File: src/rtl/muldiv_pkg.sv
// Shared types and constants for the multiply/divide sequencer.
// Optional feature macro used across this slice: MULDIV_UNSIGNED_EN.
package muldiv_pkg;

  localparam int WORD_W = 32;
  localparam int ITER_N = 32;
  localparam int CNT_W  = $clog2(ITER_N);

  typedef enum logic [2:0] {
    IDLE = 3'd0,
    MULT = 3'd1,
    DIV  = 3'd2,
    WB   = 3'd3,
    DZ   = 3'd4
  } state_t;

  // Absolute value of a word, or the word itself when treated as unsigned.
  function automatic logic [WORD_W-1:0] magnitude(input logic [WORD_W-1:0] x,
                                                  input logic isUns);
    return (isUns || !x[WORD_W-1]) ? x : -x;
  endfunction

endpackage

File: src/rtl/muldiv_if.sv
// Request/result bundle between the control unit and the mul/div sequencer.
// With MULDIV_UNSIGNED_EN defined the bundle also carries op_unsigned.
//
// Handshake: start_mult/start_div are single-cycle requests that are taken
// only while busy is low (the sequencer is idle); a request seen while busy
// is high is dropped, not queued. a/b (and op_unsigned) are sampled on the
// accepting edge only. Completion is a one-cycle done pulse with hilo_write
// coincident; hi/lo are valid from that cycle until the next completion.
// A divide by zero completes with a one-cycle div_zero pulse instead of done.
interface muldiv_if;
  import muldiv_pkg::*;

  logic              start_mult;
  logic              start_div;
  logic [WORD_W-1:0] a;
  logic [WORD_W-1:0] b;
`ifdef MULDIV_UNSIGNED_EN
  logic              op_unsigned;
`endif
  logic              busy;
  logic              done;
  logic              hilo_write;
  logic              div_zero;
  logic [WORD_W-1:0] hi;
  logic [WORD_W-1:0] lo;

`ifdef MULDIV_UNSIGNED_EN
  modport master (output start_mult, start_div, a, b, op_unsigned,
                  input  busy, done, hilo_write, div_zero, hi, lo);
  modport slave  (input  start_mult, start_div, a, b, op_unsigned,
                  output busy, done, hilo_write, div_zero, hi, lo);
`else
  modport master (output start_mult, start_div, a, b,
                  input  busy, done, hilo_write, div_zero, hi, lo);
  modport slave  (input  start_mult, start_div, a, b,
                  output busy, done, hilo_write, div_zero, hi, lo);
`endif

endinterface

File: src/rtl/muldiv_datapath.sv
// Shift-register datapath: radix-2 Booth multiply (shift-add when unsigned)
// and restoring division on magnitudes, plus the final sign fix-up into HI/LO.
// Register usage: accHi:accLo:qPrev is the Booth product register; for divide
// accHi[31:0] is the partial remainder and accLo the dividend/quotient.
module muldiv_datapath
  import muldiv_pkg::*;
(
  input  logic              clk,
  input  logic              reset,
  input  logic              loadOp,
  input  logic              loadDiv,
  input  logic              loadUns,
  input  logic [WORD_W-1:0] opA,
  input  logic [WORD_W-1:0] opB,
  input  logic              step,
  input  logic              writeBack,
  output logic [WORD_W-1:0] hiOut,
  output logic [WORD_W-1:0] loOut
);

  logic [WORD_W:0]   accHi;
  logic [WORD_W-1:0] accLo;
  logic [WORD_W-1:0] mReg;
  logic              qPrev;
  logic              isDiv;
  logic              isUns;
  logic              negQ;
  logic              negR;

  logic [WORD_W:0]   mExt;
  logic [WORD_W:0]   boothSum;
  logic [WORD_W:0]   shiftRem;
  logic [WORD_W+1:0] trial;
  logic [WORD_W:0]   accHiNext;
  logic [WORD_W-1:0] accLoNext;
  logic              qPrevNext;
  logic [WORD_W-1:0] remFix;
  logic [WORD_W-1:0] quoFix;

  // One iteration of the active algorithm, plus the signed result fix-up.
  always_comb begin
    mExt      = isUns ? {1'b0, mReg} : {mReg[WORD_W-1], mReg};
    boothSum  = accHi;
    shiftRem  = {accHi[WORD_W-1:0], accLo[WORD_W-1]};
    trial     = {1'b0, shiftRem} - {2'b00, mReg};
    accHiNext = accHi;
    accLoNext = accLo;
    qPrevNext = qPrev;
    if (isUns) begin
      if (accLo[0]) boothSum = accHi + mExt;
    end else begin
      case ({accLo[0], qPrev})
        2'b01:   boothSum = accHi + mExt;
        2'b10:   boothSum = accHi - mExt;
        default: boothSum = accHi;
      endcase
    end
    if (isDiv) begin
      accHiNext = trial[WORD_W+1] ? shiftRem : trial[WORD_W:0];
      accLoNext = {accLo[WORD_W-2:0], ~trial[WORD_W+1]};
      qPrevNext = 1'b0;
    end else begin
      // Unsigned carry lands in bit 32, so the shift-in is a plain zero.
      accHiNext = {(isUns ? 1'b0 : boothSum[WORD_W]), boothSum[WORD_W:1]};
      accLoNext = {boothSum[0], accLo[WORD_W-1:1]};
      qPrevNext = accLo[0];
    end
    remFix = negR ? -accHi[WORD_W-1:0] : accHi[WORD_W-1:0];
    quoFix = negQ ? -accLo : accLo;
  end

  // Operand load, per-iteration update and HI/LO write-back.
  always_ff @(posedge clk or posedge reset) begin
    if (reset) begin
      accHi <= '0;
      accLo <= '0;
      mReg  <= '0;
      qPrev <= 1'b0;
      isDiv <= 1'b0;
      isUns <= 1'b0;
      negQ  <= 1'b0;
      negR  <= 1'b0;
      hiOut <= '0;
      loOut <= '0;
    end else begin
      if (loadOp) begin
        accHi <= '0;
        qPrev <= 1'b0;
        isDiv <= loadDiv;
        isUns <= loadUns;
        if (loadDiv) begin
          accLo <= magnitude(opA, loadUns);
          mReg  <= magnitude(opB, loadUns);
          negQ  <= !loadUns && (opA[WORD_W-1] ^ opB[WORD_W-1]);
          negR  <= !loadUns && opA[WORD_W-1];
        end else begin
          accLo <= opB;
          mReg  <= opA;
          negQ  <= 1'b0;
          negR  <= 1'b0;
        end
      end else if (step) begin
        accHi <= accHiNext;
        accLo <= accLoNext;
        qPrev <= qPrevNext;
      end
      if (writeBack) begin
        hiOut <= isDiv ? remFix : accHi[WORD_W-1:0];
        loOut <= isDiv ? quoFix : accLo;
      end
    end
  end

endmodule

File: src/rtl/muldiv_sequencer.sv
// Multi-cycle signed multiply/divide sequencer (32 iterations + write-back).
// Define MULDIV_UNSIGNED_EN to add op_unsigned for multu/divu behaviour.
module muldiv_sequencer
  import muldiv_pkg::*;
(
  input  logic   clk,
  input  logic   reset,
  muldiv_if.slave bus,
  output state_t dbgState
);

  state_t            state;
  state_t            stateNext;
  logic [CNT_W-1:0]  iterCnt;
  logic              loadOp;
  logic              loadDiv;
  logic              step;
  logic              opUns;
  logic              doneQ;

`ifdef MULDIV_UNSIGNED_EN
  assign opUns = bus.op_unsigned;
`else
  assign opUns = 1'b0;
`endif

  // State register; reset aborts any operation in flight.
  always_ff @(posedge clk or posedge reset) begin
    if (reset) state <= IDLE;
    else       state <= stateNext;
  end

  // Next state and datapath controls; starts are honoured only in IDLE.
  always_comb begin
    stateNext = state;
    loadOp    = 1'b0;
    loadDiv   = 1'b0;
    step      = 1'b0;
    case (state)
      IDLE: begin
        if (bus.start_mult) begin
          stateNext = MULT;
          loadOp    = 1'b1;
        end else if (bus.start_div) begin
          if (bus.b == '0) begin
            stateNext = DZ;
          end else begin
            stateNext = DIV;
            loadOp    = 1'b1;
            loadDiv   = 1'b1;
          end
        end
      end
      MULT, DIV: begin
        step = 1'b1;
        if (iterCnt == CNT_W'(ITER_N - 1)) stateNext = WB;
      end
      WB:      stateNext = IDLE;
      DZ:      stateNext = IDLE;
      default: stateNext = IDLE;
    endcase
  end

  // Iteration counter: cleared on load, wraps back to 0 after the last step.
  always_ff @(posedge clk or posedge reset) begin
    if (reset)       iterCnt <= '0;
    else if (loadOp) iterCnt <= '0;
    else if (step)   iterCnt <= iterCnt + 1'b1;
  end

  // done rises together with the HI/LO update made while leaving WB.
  always_ff @(posedge clk or posedge reset) begin
    if (reset) doneQ <= 1'b0;
    else       doneQ <= (state == WB);
  end

  muldiv_datapath u_datapath (
    .clk       (clk),
    .reset     (reset),
    .loadOp    (loadOp),
    .loadDiv   (loadDiv),
    .loadUns   (opUns),
    .opA       (bus.a),
    .opB       (bus.b),
    .step      (step),
    .writeBack (state == WB),
    .hiOut     (bus.hi),
    .loOut     (bus.lo)
  );

  assign bus.busy       = (state != IDLE);
  assign bus.done       = doneQ;
  assign bus.hilo_write = doneQ;
  assign bus.div_zero   = (state == DZ);
  assign dbgState       = state;

endmodule

File: src/flat_wrapper.sv
// flat-port wrapper written by rule: the top's interface ports become plain ports
module muldiv_sequencer_flat import muldiv_pkg::*;
  (clk, reset, dbgState, bus_start_mult, bus_start_div, bus_a, bus_b, bus_busy, bus_done, bus_hilo_write, bus_div_zero, bus_hi, bus_lo);
  muldiv_if bus_i ();
  input  logic clk;
  input  logic reset;
  output state_t dbgState;
  input wire logic [$bits(bus_i.start_mult)-1:0] bus_start_mult;
  input wire logic [$bits(bus_i.start_div)-1:0] bus_start_div;
  input wire logic [$bits(bus_i.a)-1:0] bus_a;
  input wire logic [$bits(bus_i.b)-1:0] bus_b;
  output wire logic [$bits(bus_i.busy)-1:0] bus_busy;
  output wire logic [$bits(bus_i.done)-1:0] bus_done;
  output wire logic [$bits(bus_i.hilo_write)-1:0] bus_hilo_write;
  output wire logic [$bits(bus_i.div_zero)-1:0] bus_div_zero;
  output wire logic [$bits(bus_i.hi)-1:0] bus_hi;
  output wire logic [$bits(bus_i.lo)-1:0] bus_lo;
  assign bus_i.start_mult = bus_start_mult;
  assign bus_i.start_div = bus_start_div;
  assign bus_i.a = bus_a;
  assign bus_i.b = bus_b;
  assign bus_busy = bus_i.busy;
  assign bus_done = bus_i.done;
  assign bus_hilo_write = bus_i.hilo_write;
  assign bus_div_zero = bus_i.div_zero;
  assign bus_hi = bus_i.hi;
  assign bus_lo = bus_i.lo;
  muldiv_sequencer u_core (.clk(clk), .reset(reset), .bus(bus_i), .dbgState(dbgState));
endmodule
File: config.mk
export PLATFORM = sky130hd
export DESIGN_NAME = muldiv_sequencer_flat
export DESIGN_NICKNAME = d
export VERILOG_FILES = /design/src/rtl/muldiv_pkg.sv /design/src/rtl/muldiv_if.sv /design/src/rtl/muldiv_datapath.sv /design/src/rtl/muldiv_sequencer.sv /design/src/flat_wrapper.sv
export SDC_FILE = /design/constraint.sdc
export NUM_CORES = 1
export LEC_CHECK = 0
export ABC_AREA = 1
export CAP_MARGIN = 25
export CORE_UTILIZATION = 56
export CTS_BUF_LIST = sky130_fd_sc_hd__clkbuf_2 sky130_fd_sc_hd__clkbuf_4 sky130_fd_sc_hd__clkbuf_8
export DETAILED_ROUTE_END_ITERATION = 8
export PLACE_DENSITY_LB_ADDON = 0.1
export SLEW_MARGIN = 20
export SYNTH_ARGS = -nofsm -noshare
export SYNTH_HDL_FRONTEND = slang
export SYNTH_SLANG_ARGS = --single-unit
File: constraint.sdc
create_clock -name clk -period 5.4 [get_ports clk]
set_input_delay 0.81 -clock clk [delete_from_list [all_inputs] [get_ports clk]]
set_output_delay 0.81 -clock clk [all_outputs]
set_load 0.01 [all_outputs]
==> results.md <==
* Final WL at 66.29 mm
* Met1 usage at 59.40%
* Largest stage delay on the critical path at 0.61 ns
* Final instance area at 19110 um2
* Worst setup SP type: register
* Async S/R FF share, synth at 100.0%
* DR iter-0 viols at 2654
* Via Count at 19800
* # H-tree levels at 4
* Ys flop type: dfrtp_1
* TritonCTS clock tree: yes
* CP arrival at 4.68 ns
* Worst path cell trace: ha_1 > clkinv_1 > nand2_1 > o21a_1 > xor2_1 > ha_1 > nand2_1 > nand2_1 > a21oi_1 > nor2_1 > nor2_1 > o21a_1 > nand2_1 > nand2_1 > nand3_1 > a21oi_1 > nand2_1 > nand2_1
* Outcome: finished, final reports clean
* DRC at 0
* Number of synthesized flops with an enable pin at 0
* GRT Total Usage at 42.52%
* Final period util at 78.27%
* Final HPWL DP at 51.91 mm
* I/O pins at 139
* Drt first pass iters at 6
* Global-route wire length before repair at 101.5 mm
* Routed WL per cell at 20.61 um
* Placer Congestion at 1.113
* Kind of end point of the critical path: register
* Initial antenna violation count at 0
* Die X at 176.8 um
* Die footprint at 31270 um2
* Resized cells post-CTS at 0
* RSZ-0062 raised after global routing: no
* Ranking of synthesized cells by area: dfrtp_1 25%, nand2_1 17%, inv_1 6.7%, nand3_1 6.7%, xor2_1 6.4%
* Vias per cell at 6.157
* Core Util, Final at 63.97%
* Largest net degree at the start of global routing at 117
* Rel. slew slack at 42.60%
* Crit path time final at 4.227 ns
* Std-Cell Rows at 63
* Synth top area share at 25.44%
* Vias in the first global route at 17860
* CTS buffer count at 17
* # setup viols final at 0
* Slowest cell on crit path: ha_1
* Syn_nets at 2878
* Clock latency on the worst-skew pair at 0.51 ns
* Post-CTS Repair Setup Buffers at 0
* Clk buf depth at 2
* Flops & latches, synth at 174
* Max-cap violations at 0
* Synth Warn # at 0
* Growth of design area from synthesis to finish at 11.67%
* Grt ovf at 0
* Synth Cell Area at 17120 um2
* Critical path class: reg -> reg
* Post-synthesis sequential area ratio at 25.44%
* Most frequent cells in the layout: 771 x nand2_1, 305 x inv_1, 265 x nor2_1
* Most common cell after layout, fill and taps aside: nand2_1
* FF+latch area at 4355 um2
* Clock-pin slew on the worst setup and hold paths at 0.13 ns
* Routing usage on met3 at 9.300%
* FMAX at 236.6 MHz
* Avg Cell Area, Syn at 6.256 um2
* Multi-input gate area in the final layout at 11060 um2
* Share of cells above drive strength 1 at 3.858%
* Most Used Layer, Global Route: met2
* Fill cells at 2786
* PortBufs at 138
* Most Frequent Cell on Critical Path: nand2_1
* Area of the core at 29870 um2
* Synth unique cells at 55
* Layout Nets at 2954
* Post-Syn Instances at 2736
* Initial Util at 57.29%
* Final Hold Fails at 0
* Max FO, Critical Path at 18
* Worst-margin pin slew at 0.8520 ns
* Max-slew violation count at 0
* Placed inst area at 18670 um2
* Global routing usage on met2 at 63.56%
* Synth area leader: dfrtp_1
* CTS Hold Bufs at 0
* CP required at 5.85 ns
* Die Span Y at 176.8 um
* Worst Hold Class: reg -> reg
* Clock skew at 0.02429 ns
* Post-route ant nets at 0
* CTS Sinks at 174
* Root Buffer: clkbuf_8
* Total Neg Setup Slack at 0 ns
==> logic make-up (layout without fill, tap and decap cells) <==
logic type / Yosys count / count (layout) / share of synthesized area, %
xor gates and xnor gates: 148 / 148 / 7.574
other: 0 / 1 / 0
and+or+nand+nor: 1425 / 1425 / 35.68
muxes: 1 / 1 / 0.05849
DFF: 174 / 174 / 25.44
buffers and inverters: 424 / 513 / 9.979
adders and majority gates: 74 / 74 / 5.497
AOI/OAI and AO/OA: 490 / 490 / 15.78
==> cell type report <==
type                       instances  area share [%]
tap                              390           2.553
clock buffer                      17           1.224
timing repair buffer             160           8.157
inverter                         321           6.337
sequential                       174           22.79
clock inverter                    15           1.080
multi-input combinational       2138           57.85
antenna                            1         0.01309
==> routing by layer <==
layer / wire, um / share of wire (%)
met5: 0 / 0
met4: 2686 / 4.1
met3: 8277 / 12
met2: 28210 / 43
met1: 27120 / 41
==> worst max-delay path, delay by kind of cell (launching register included) <==
kind	cells	cell delay [ns]
and+or+nand+nor	10	1.00
adders and majority gates	2	0.96
AOI/OAI and AO/OA	4	0.89
buffers and inverters	1	0.61
DFF	1	0.43
xor gates and xnor gates	1	0.31
==> synthesized netlist by cell type, drive strengths merged (11+ instances only) <==
cell and count:
nand3 234, nor3 31, a21oi 165, nand2 777, o211ai 25, dfrtp 174
a21o 12, o21ai 218, o22ai 24, or2 16, a31oi 15, nor4 11
buf 36, nand3b 20, xnor2 22, ha 72, o21bai 13, clkbuf 67
nand4 59, xor2 126, inv 318, nor2 273
==> per-stage QoR <==
step	setup slack, ns	instances	hold slack (ns)
floorplan	2.321	2736	0.4534
global placement	1.308	3183	0.4633
detailed placement	1.303	3183	0.4652
CTS	1.275	3215	0.4970
global route	0.7645	3215	0.5205
finish	1.173	3216	0.4943
==> worst paths after layout <==
check / from / to / slack, ns / cells past startpoint
max: u_core.u_datapath.accLo[0] / u_core.u_datapath.accHi[27] / 1.17 / 18
min: u_core.u_datapath.loOut[28] / u_core.u_datapath.loOut[28] / 0.49 / 2
max reg2reg: u_core.u_datapath.accLo[0] / u_core.u_datapath.accHi[27] / 1.17 / 18
min reg2reg: u_core.u_datapath.loOut[28] / u_core.u_datapath.loOut[28] / 0.49 / 2
max in group asynchronous: reset / u_core.u_datapath.accHi[30] / 4.02 / 3
min in group asynchronous: reset / u_core.u_datapath.loOut[27] / 0.79 / 3
==> flip-flops by register name (all words and copies together), names as in the netlist <==
register / cells
u_core.u_datapath.negQ: 1
u_core.u_datapath.hiOut: 32
u_core.u_datapath.loOut: 32
u_core.dbgState: 3
u_core.u_datapath.accHi: 33
u_core.bus.done: 1
u_core.u_datapath.isDiv: 1
u_core.iterCnt: 5
u_core.u_datapath.negR: 1
u_core.u_datapath.qPrev: 1
u_core.u_datapath.accLo: 32
u_core.u_datapath.mReg: 32
Power is left out: the tool's default activity adds up to more than one toggle a clock period on the data nets, which glitch-free logic cannot reach.
